===== config.mk =====
export PLATFORM = sky130hd
export DESIGN_NAME = tx_arbiter
export DESIGN_NICKNAME = d
export VERILOG_FILES = /design/src/rtl/tx_arbiter.sv
export SDC_FILE = /design/constraint.sdc
export NUM_CORES = 1
export LEC_CHECK = 0
export CORE_ASPECT_RATIO = 1.5
export CORE_MARGIN = 3
export CORE_UTILIZATION = 47
export DETAILED_ROUTE_END_ITERATION = 6
export PLACE_DENSITY = 0.85
export SKIP_CTS_REPAIR_TIMING = 1
export SYNTH_ARGS = -nofsm -noshare
export SYNTH_HDL_FRONTEND = slang
export SYNTH_SLANG_ARGS = --single-unit

===== constraint.sdc =====
create_clock -name clk -period 2.3 [get_ports clk]
set_input_delay 0.46 -clock clk [delete_from_list [all_inputs] [get_ports clk]]
set_output_delay 0.46 -clock clk [all_outputs]
set_load 0.01 [all_outputs]

===== src/rtl/tx_arbiter.sv =====
// tx_arbiter: round-robin arbiter sharing one UART sender among N byte-producing requesters.
// Latency: accept edge -> tx_en high 1 cycle; sender idle sampled -> done 1 cycle later.
// Backpressure: req_ready is one-hot, only in IDLE with en=1 and sender idle; held low otherwise.
//
// Ports:
//   clk, rst                  clock, asynchronous active-high reset
//   en                        grant enable (does not affect a transfer in flight)
//   req_valid/req_data        per-requester byte offer (byte i on bits [8*i+7:8*i])
//   req_ready                 one-hot accept, combinational (no path from req_data)
//   tx_status/tx_en/tx_data   sender handshake (tx_status 1 = idle)
//   grant_id, busy, done, err, byte_count   status outputs
module tx_arbiter #(
  parameter int N             = 4,
  parameter int ID_WIDTH      = 2,
  parameter int START_TIMEOUT = 20000
) (
  input  logic                clk,
  input  logic                rst,
  input  logic                en,
  input  logic [N-1:0]        req_valid,
  input  logic [8*N-1:0]      req_data,
  output logic [N-1:0]        req_ready,
  input  logic                tx_status,
  output logic                tx_en,
  output logic [7:0]          tx_data,
  output logic [ID_WIDTH-1:0] grant_id,
  output logic                busy,
  output logic                done,
  output logic                err,
  output logic [15:0]         byte_count
);

  localparam logic [1:0] IDLE      = 2'd0;
  localparam logic [1:0] START     = 2'd1;
  localparam logic [1:0] WAIT_DONE = 2'd2;

  localparam int CW = (START_TIMEOUT > 1) ? $clog2(START_TIMEOUT) : 1;
  localparam logic [CW-1:0] CNT_LAST = CW'(START_TIMEOUT - 1);

  logic [1:0]          state;
  logic [ID_WIDTH-1:0] last;
  logic [CW-1:0]       cnt;

  logic [ID_WIDTH-1:0] win;
  logic                found;
  logic                accept;
  int                  idx;

  // Scan starts one past the last winner so every requester gets a turn.
  always_comb begin
    win       = '0;
    found     = 1'b0;
    idx       = 0;
    req_ready = '0;
    if (state == IDLE && en && tx_status) begin
      for (int k = 1; k <= N; k++) begin
        idx = (int'(last) + k) % N;
        if (!found && req_valid[idx]) begin
          found = 1'b1;
          win   = ID_WIDTH'(idx);
        end
      end
      if (found) req_ready = N'(1) << win;
    end
  end

  assign accept = |(req_valid & req_ready);
  assign busy   = (state != IDLE);

  always_ff @(posedge clk or posedge rst) begin
    if (rst) begin
      state      <= IDLE;
      last       <= ID_WIDTH'(N - 1);
      cnt        <= '0;
      tx_en      <= 1'b0;
      tx_data    <= 8'h00;
      grant_id   <= '0;
      done       <= 1'b0;
      err        <= 1'b0;
      byte_count <= 16'h0000;
    end else begin
      done <= 1'b0;
      err  <= 1'b0;
      case (state)
        IDLE: begin
          if (accept) begin
            tx_data  <= req_data[8*win +: 8];
            grant_id <= win;
            last     <= win;
            tx_en    <= 1'b1;
            cnt      <= '0;
            state    <= START;
          end
        end
        START: begin
          if (!tx_status) begin
            tx_en <= 1'b0;
            state <= WAIT_DONE;
          end else if (cnt == CNT_LAST) begin
            // Sender never picked the byte up: abandon it without counting.
            tx_en <= 1'b0;
            err   <= 1'b1;
            state <= IDLE;
          end else begin
            cnt <= cnt + 1'b1;
          end
        end
        WAIT_DONE: begin
          if (tx_status) begin
            done       <= 1'b1;
            byte_count <= byte_count + 16'd1;
            state      <= IDLE;
          end
        end
        default: begin
          tx_en <= 1'b0;
          state <= IDLE;
        end
      endcase
    end
  end

endmodule


Yosys cells after proc, flatten, opt, wreduce, memory -nomap -nowiden

Index checks and enable logic that the tools add are counted.

Bitwise gates (word level): 6
Reduce and logical (&&, ||, !) cells: 21
Multiply operators: 0
Equal/unequal tests: 8
Multiplexer cells: 46
Div/mod/pow operators: 0
Add/subtract/negate cells: 6
Shifts and indexed selects: 2
Order comparisons: 4

Operators with widths:

| kind                                                        | count |
|---|---|
| 2-to-1 mux 15 bit                                           | 3 |
| indexed part select 32 x 6 -> 8 bit                         | 1 |
| one-hot mux 15 bit (2 select lines)                         | 1 |
| 2-to-1 mux 1 bit                                            | 24 |
| 2-to-1 mux 2 bit                                            | 10 |
| adder 16 x 1 -> 16 bit (second input constant)              | 1 |
| less-than comparator 3 x 4 -> 1 bit (second input constant) | 4 |
| adder 15 x 1 -> 15 bit (second input constant)              | 1 |
| equality test 15 bit (second input constant)                | 1 |
| binary-select mux 1 bit (select 2 bit)                      | 4 |
| 2-to-1 mux 4 bit                                            | 2 |
| inequality test 2 bit (second input constant)               | 4 |
| OR reduction 2 bit                                          | 4 |
| one-hot mux 2 bit (3 select lines)                          | 1 |
| AND reduction 3 bit                                         | 2 |
| logical AND 1 bit                                           | 5 |
| adder 2 x 1 -> 2 bit (second input constant)                | 2 |
| adder 2 bit (second input constant)                         | 2 |
| AND 1 bit (first input constant)                            | 4 |
| AND 4 bit                                                   | 1 |
| AND reduction 2 bit                                         | 2 |
| AND reduction 4 bit                                         | 1 |
| nonzero test 2 bit                                          | 2 |
| OR reduction 4 bit                                          | 1 |
| 8 further kinds                                             | 10 |

Bits of input ports: 40
Latch bits: 0
Memories: 0
Output and inout bits: 34
Memory bits (read-only): 0
Bits in writable memories: 0
Flip-flop bits (word level): 48

Logic depth before layout (Yosys ltp)

Gate-level depths: netlist of the first run.

Word-level depth: 27
Gate-level depth with buffers: 8
Gate-level depth less buffers: 7

Worst setup path before layout of the first run

No wires, ideal clock.

Kind: register to output
Start: reg last[1]
End: out req_ready[2]
Buffers on the path: 1
Path slack: 0.209 ns
Stages on the path, launching flop included: 7
Data arrival time: 1.631 ns
Path through: dfstp_2 buf_2 mux2_1 a22oi_2 nand2_1 nor2_1 and2_1

Longest elaborated chain between the ends: 21

Ends and longest elaborated chain:

| item                                                 | line | text |
|---|---|---|
| start, declared                                      | 41   | `logic [ID_WIDTH-1:0] last;` |
| start signal, assigned                               | 73   | `last <= ID_WIDTH'(N - 1);` |
| start signal, assigned                               | 89   | `last <= win;` |
| adder 2 x 1 -> 2 bit                                 | 57   | `idx = (int'(last) + k) % N;` |
| binary-select mux 1 bit (select 2 bit)               | 58   | `if (!found && req_valid[idx]) begin` |
| 2-to-1 mux 1 bit (not written as such) (2 in series) | 58   |  |
| 2-to-1 mux 1 bit                                     | 58   |  |
| 2-to-1 mux 1 bit                                     | 55   | `if (state == IDLE && en && tx_status) begin` |
| logical NOT 1 bit                                    | 58   |  |
| logical AND 1 bit                                    | 58   |  |
| 2-to-1 mux 1 bit                                     | 58   |  |
| (+4 left out)                                        | --   |  |
| 2-to-1 mux 1 bit                                     | 55   |  |
| logical NOT 1 bit                                    | 58   |  |
| logical AND 1 bit                                    | 58   |  |
| 2-to-1 mux 2 bit                                     | 58   |  |
| 2-to-1 mux 2 bit                                     | 55   |  |
| left shift 1 x 2 -> 4 bit                            | 63   | `if (found) req_ready = N'(1) << win;` |
| 2-to-1 mux 4 bit (*)                                 | 63   |  |
| 2-to-1 mux 4 bit (*)                                 | 55   |  |
| end, declared                                        | 22   | `output logic [N-1:0] req_ready,` |

Mark *: on every way between the ends. The rest lies on a longest branch, timed or not. The select of a mux whose other input is x is not followed.

Final worst setup path of the first run

Ends and elaborated chain as after synthesis.

==> results of run 1 <==
==> cell type report <==
cell class	instances	area (um^2)	area share
tap	66	82.6	0.0226
clock inverter	3	42.5	0.0117
multi-input combinational	177	1200	0.330
sequential	48	1200	0.330
timing repair buffer	104	1010	0.277
clock buffer	5	68.8	0.0189
inverter	10	37.5	0.0103
==> cells by family after synthesis <==
logic type	share of synthesized area
flops	0.489
buf+inv	0.0396
mux	0.0416
simple gates	0.203
compound gates	0.164
fa+ha+maj	0.0102
xor+xnor	0.0533
==> worst paths after layout <==
path	slack, ns	start	to
setup / recovery	-0.004	last[1]$_DFFE_PP1P_	req_ready[2]
hold / removal	0.45	tx_status	state[1]$_DFFE_PP0P_
setup reg to reg	0.32	last[1]$_DFFE_PP1P_	tx_data[1]$_DFFE_PP0P_
hold reg to reg	0.47	byte_count[15]$_DFFE_PP0P_	byte_count[15]$_DFFE_PP0P_
max in group asynchronous	1.52	rst	last[1]$_DFFE_PP1P_
min in group asynchronous	0.50	rst	byte_count[15]$_DFFE_PP0P_
==> power by group through the flow <==
stage | clock network [uW] | registers [uW] | logic, uW
floorplan | 0 | 1220 | 482
global placement | 0 | 1180 | 1060
detailed placement | 0 | 1190 | 1090
CTS | 618 | 1170 | 1100
global route | 648 | 1210 | 1250
finish | 617 | 1180 | 1170
==> metrics by stage <==
step	hold slack, ns	cells	setup slack (ns)
finish	0.447	413	-0.00429
global route	0.467	413	-0.0597
global placement	0.455	401	-0.423
CTS	0.473	409	-0.511
floorplan	0.438	246	0.209
detailed placement	0.456	401	-0.487
==> routing by layer <==
layer,GRT usage,up-vias
met2,0.419,63
met3,0.0345,15
met4,0.0813,0
li1,-,1089
met1,0.231,1137
met5,0,-
==> sequential cells by signal (all words and copies together), names as in the netlist <==
register / cells
last: 2
tx_data: 8
cnt: 15
tx_en: 1
grant_id: 2
err: 1
byte_count: 16
done: 1
state: 2
==> Yosys cell counts (2+ instances only) <==
library cell and n:
xnor2_1 10, nand3b_1 2, and3_1 2, nand3_1 8, nor2_1 23, a21o_1 3
nor2b_1 3, ha_1 2, o21ai_1 8, nand2_1 25, nor3_1 3, clkbuf_1 6
inv_1 9, o31ai_1 2, or2b_1 2, nand2b_1 5, dfrtp_1 46, a222oi_1 8
a21oi_1 6, buf_2 3, and4_1 3, dfstp_2 2, a31oi_1 11, mux2i_1 8
buf_6 2, o21ai_0 10, nand4_1 9, xor2_1 5
==> worst max-delay path, cell delays in order, from the launching register on <==
cell     delay [ns]
dfstp_2        0.56
mux2_4         0.31
a22oi_2        0.18
nand2_1        0.10
nor2_2         0.14
and2_4         0.16
buf_6          0.09
==> impl_metrics.toml, run 1 <==
[final_layout]
mostFrequentLayoutCells = "clkdlybuf4s50_1 (63), dfrtp_1 (46), buf_4 (28)"
drive_gt1_frac = 0.173
diodes = 0
layout_commonest_cell = "clkdlybuf4s50_1"
nFillCells = 370
finalCoreUtilization = 0.735
areaGrowthSynthToFinish_pct = 48.0
finalInstanceArea_mm2 = 0.00365
nNetsFinal = 388

[sta]
maxSlewHeadroom = 0.492
period_needed_ns = 2.30
final.setup.worst_slack_ns = -0.00429
final.setup.tns_ns = -0.00429
setup_viol = 1
fin_crit_sh = 1.00
rsz0062_at_grt = "true"
slew_viol_final = 0
finClkSkew_ns = 0.0104
max_freq_ghz = 0.434
hold_violations = 0
worstMarginPinSlew_ns = 0.761

[detailed_routing]
wl_met3_um = 282
wl_per_cell_um = 16.4
drc = 0
ant_nets = 0
routedLengthMet1_um = 2510
routed_via_density = 5.58
top_layer = "met4"
dr_total_vias = 2304
wl_met2_um = 3810
dr.pass1.iters = 4
drt_iter0_drc = 128
drt_wl_total_um = 6780

[worst_hold_path]
hp-class = "input pin to flip-flop"
hold_depth = 3

[clock_network]
cts_buffers = 5
cts.reportedPaths.clkPinSlew_ns = 0.09
clk_latency_ns = 0.31
clock-sinks = 48
cts-root-buf = "clkbuf_8"
cts_tree = "done"
htree_num_levels = 2
max-clock-path-buffers = 2

[synth]
synth-seq-area-share = 0.489
synth_cell_types = 48
synth_nets = 288
async_flop_share = 1.00
ys_ff_latch = 48
synth_edf_count = 0
yosys-top-cells-area = "dfrtp_1 (47%), nand2_1 (3.8%), xnor2_1 (3.6%)"
syn_inst = 246
synth_top_area_frac = 0.467
synth_area_leader_cell = "dfrtp_1"
yosys_warnings = 0
synth.avg_cell_area_um2 = 10.0
synth-main-ff-cell = "dfrtp_1"
synthesis.area_mm2 = 0.00246

[floorplan]
core_area_mm2 = 0.00496
fp-row-count = 31
io_pins = 74
die_y_um = 94.7
dieArea_mm2 = 0.00616
die_x_um = 65.1
start_util = 0.496

[power]
ir_drop_mv = 0.488
power.density_mw_per_mm2 = 814
p_comb_frac = 0.393
power.share.clock = 0.208
leakage_uw = 0.00167
p_switching_uw = 968
power.internal_uw = 2000
seqPwrFrac = 0.399
p_total_uw = 2970
switching_share = 0.326

[placed_design]
hpwlAfterDp_um = 4890
io_buffer_count = 73
place_area_mm2 = 0.00344
place.gp.congestion = 0.811

[run_status]
violations = "setup timing"
status = "finished, violations left"

[grt]
grt_antenna_before_repair = 0
grt_pass1_vias = 2304
grt_use_total = 0.217
grt_pass1_wl_um = 10400
overflow = 0
grt_max_degree = 49

[setup_path]
crit_arrival_ns = 1.84
crit_path_start_kind = "flip-flop"
crit_path_end_kind = "output port"
worstPathMaxFanout = 2
criticalPathCategory = "flip-flop to output port"
required_ns = 1.84
r2r_cells = 7

[run]
max-cap-violations = 0
Power figures use the tool's default switching activity.
==> run 2, diff against run 1 <==
DONT_BUFFER_PORTS = 1   (was unset)
PLACE_DENSITY = 0.69   (was 0.85)
TNS_END_PERCENT = 5   (was unset)
==> run 2 against run 1 <==
The run now ends clean. Sequential cell count unchanged. Core utilization is 19 points lower. Worst hold slack worse by 0.39 ns. Critical path type unchanged. Largest cell class unchanged. Largest power group unchanged.
==> impl_metrics.toml, run 2 (synthesized netlist as in run 1, its figures left out) <==
[sta]
worst_hold_slack_ns = 0.0547
rsz0062_at_grt = "true"
finClkSkew_ns = 0.0144
worstMarginPinSlew_ns = 0.673
max_freq_ghz = 0.435
final.setup.tns_ns = 0
hold_violations = 0
fin_crit_sh = 1.00
setup_viol = 0
maxSlewHeadroom = 0.550
final.setup.worst_slack_ns = 0.000765
period_needed_ns = 2.30
slew_viol_final = 0

[clock_network]
cts.reportedPaths.clkPinSlew_ns = 0.10
clk_latency_ns = 0.31
clock-sinks = 48
cts_tree = "done"
cts-root-buf = "clkbuf_8"
htree_num_levels = 2
max-clock-path-buffers = 2
cts_buffers = 5

[final_layout]
diodes = 0
drive_gt1_frac = 0.146
finalInstanceArea_mm2 = 0.00271
layout_commonest_cell = "dfrtp_1"
reg_top3 = "byte_count (16), cnt (15), tx_data (8)"
nNetsFinal = 294
multi_input_area_mm2 = 0.00120
seqCellArea_mm2 = 0.00120
largest_register_ffs = 16
mostFrequentLayoutCells = "dfrtp_1 (46), nand2_1 (25), nor2_1 (22)"
top_register = "byte_count"
areaGrowthSynthToFinish_pct = 10.1
nFillCells = 449

[setup_path]
crit_path_start_kind = "flip-flop"
worstPathMaxFanout = 4
required_ns = 1.84
crit_path_end_kind = "output port"
criticalPathCategory = "flip-flop to output port"
crit_arrival_ns = 1.84

[detailed_routing]
drc = 0
dr_total_vias = 1944
ant_nets = 0
dr.pass1.iters = 5
drt_wl_total_um = 5560
wl_per_cell_um = 17.4
routed_via_density = 6.09
drt_iter0_drc = 159

[grt]
grt_pass1_wl_um = 9320
overflow = 0
grt_max_degree = 24
grt_pass1_vias = 2039
grt_antenna_before_repair = 0
grt_use_total = 0.194

[power]
p_comb_frac = 0.247
power.internal_uw = 1650
power.share.clock = 0.248
power.density_mw_per_mm2 = 924
leakage_uw = 0.00119
switching_share = 0.341
p_total_uw = 2510
ir_drop_mv = 0.371
p_switching_uw = 854
seqPwrFrac = 0.505

[floorplan]
io_pins = 74
die_x_um = 65.1
start_util = 0.496
dieArea_mm2 = 0.00616
die_y_um = 94.7
fp-row-count = 31
core_area_mm2 = 0.00496

[placed_design]
io_buffer_count = 0
place_ws_ns = 0.181
place.gp.congestion = 0.824
hpwlAfterDp_um = 4050
place_area_mm2 = 0.00254

[worst_hold_path]
hp-class = "input pin to asynchronous set/reset pin"

[run_status]
status = "complete, no violations"

[run]
max-cap-violations = 0
[run 2: cell count changes in the layout (fill, tap and decap cells not counted), moves of 2 or more]
cell	change
buf_6	-2
buf_4	-18
buf_12	-2
clkdlybuf4s50_1	-63
dlymetal6s2s_1	-8
[run 2: power by group through the flow]
stage	combinational [uW]	sequential, uW	clock (uW)
2_1_floorplan	482	1220	0
3_3_place_gp	528	1290	0
3_5_place_dp	540	1290	0
4_1_cts	543	1280	641
5_1_grt	702	1290	680
6_report	620	1260	621
[run 2: routing by layer]
layer	global-route usage	wire [um]	vias up
li1	-	-	901
met1	0.223	2150	957
met2	0.337	2930	72
met3	0.0440	326	14
met4	0.0952	155	0
met5	0	0	-
[run 2: per-stage QoR]
stage          instances   util
2_1_floorplan        246      -
3_3_place_gp         308  0.511
3_5_place_dp         308  0.511
4_1_cts              316  0.535
5_1_grt              319  0.546
6_report             319  0.546
[run 2: critical path, cell delays in order (launching register included)]
cell	delay, ns
dfstp_2	0.59
mux2_4	0.31
a22oi_2	0.22
nand2_1	0.09
nor2_2	0.15
and2_4	0.17
[run 2: area by class of cell]
type,count,share of cell area
tap,66,0.0304
inverter,10,0.0138
sequential,48,0.444
timing repair buffer,10,0.0277
clock inverter,3,0.0171
multi-input combinational,177,0.442
clock buffer,5,0.0254
[run 2: worst paths after layout]
path,from,endpoint,slack (ns),cells after the start
min,rst,grant_id[0]$_DFFE_PP0P_,0.05,1
max in group asynchronous,rst,last[0]$_DFFE_PP1P_,1.59,2
max reg2reg,last[1]$_DFFE_PP1P_,tx_data[6]$_DFFE_PP0P_,0.29,7
min reg2reg,cnt[14]$_DFFE_PP0P_,cnt[14]$_DFFE_PP0P_,0.49,1
min in group clk,tx_status,state[1]$_DFFE_PP0P_,0.21,1
max,last[1]$_DFFE_PP1P_,req_ready[2],0.0008,5
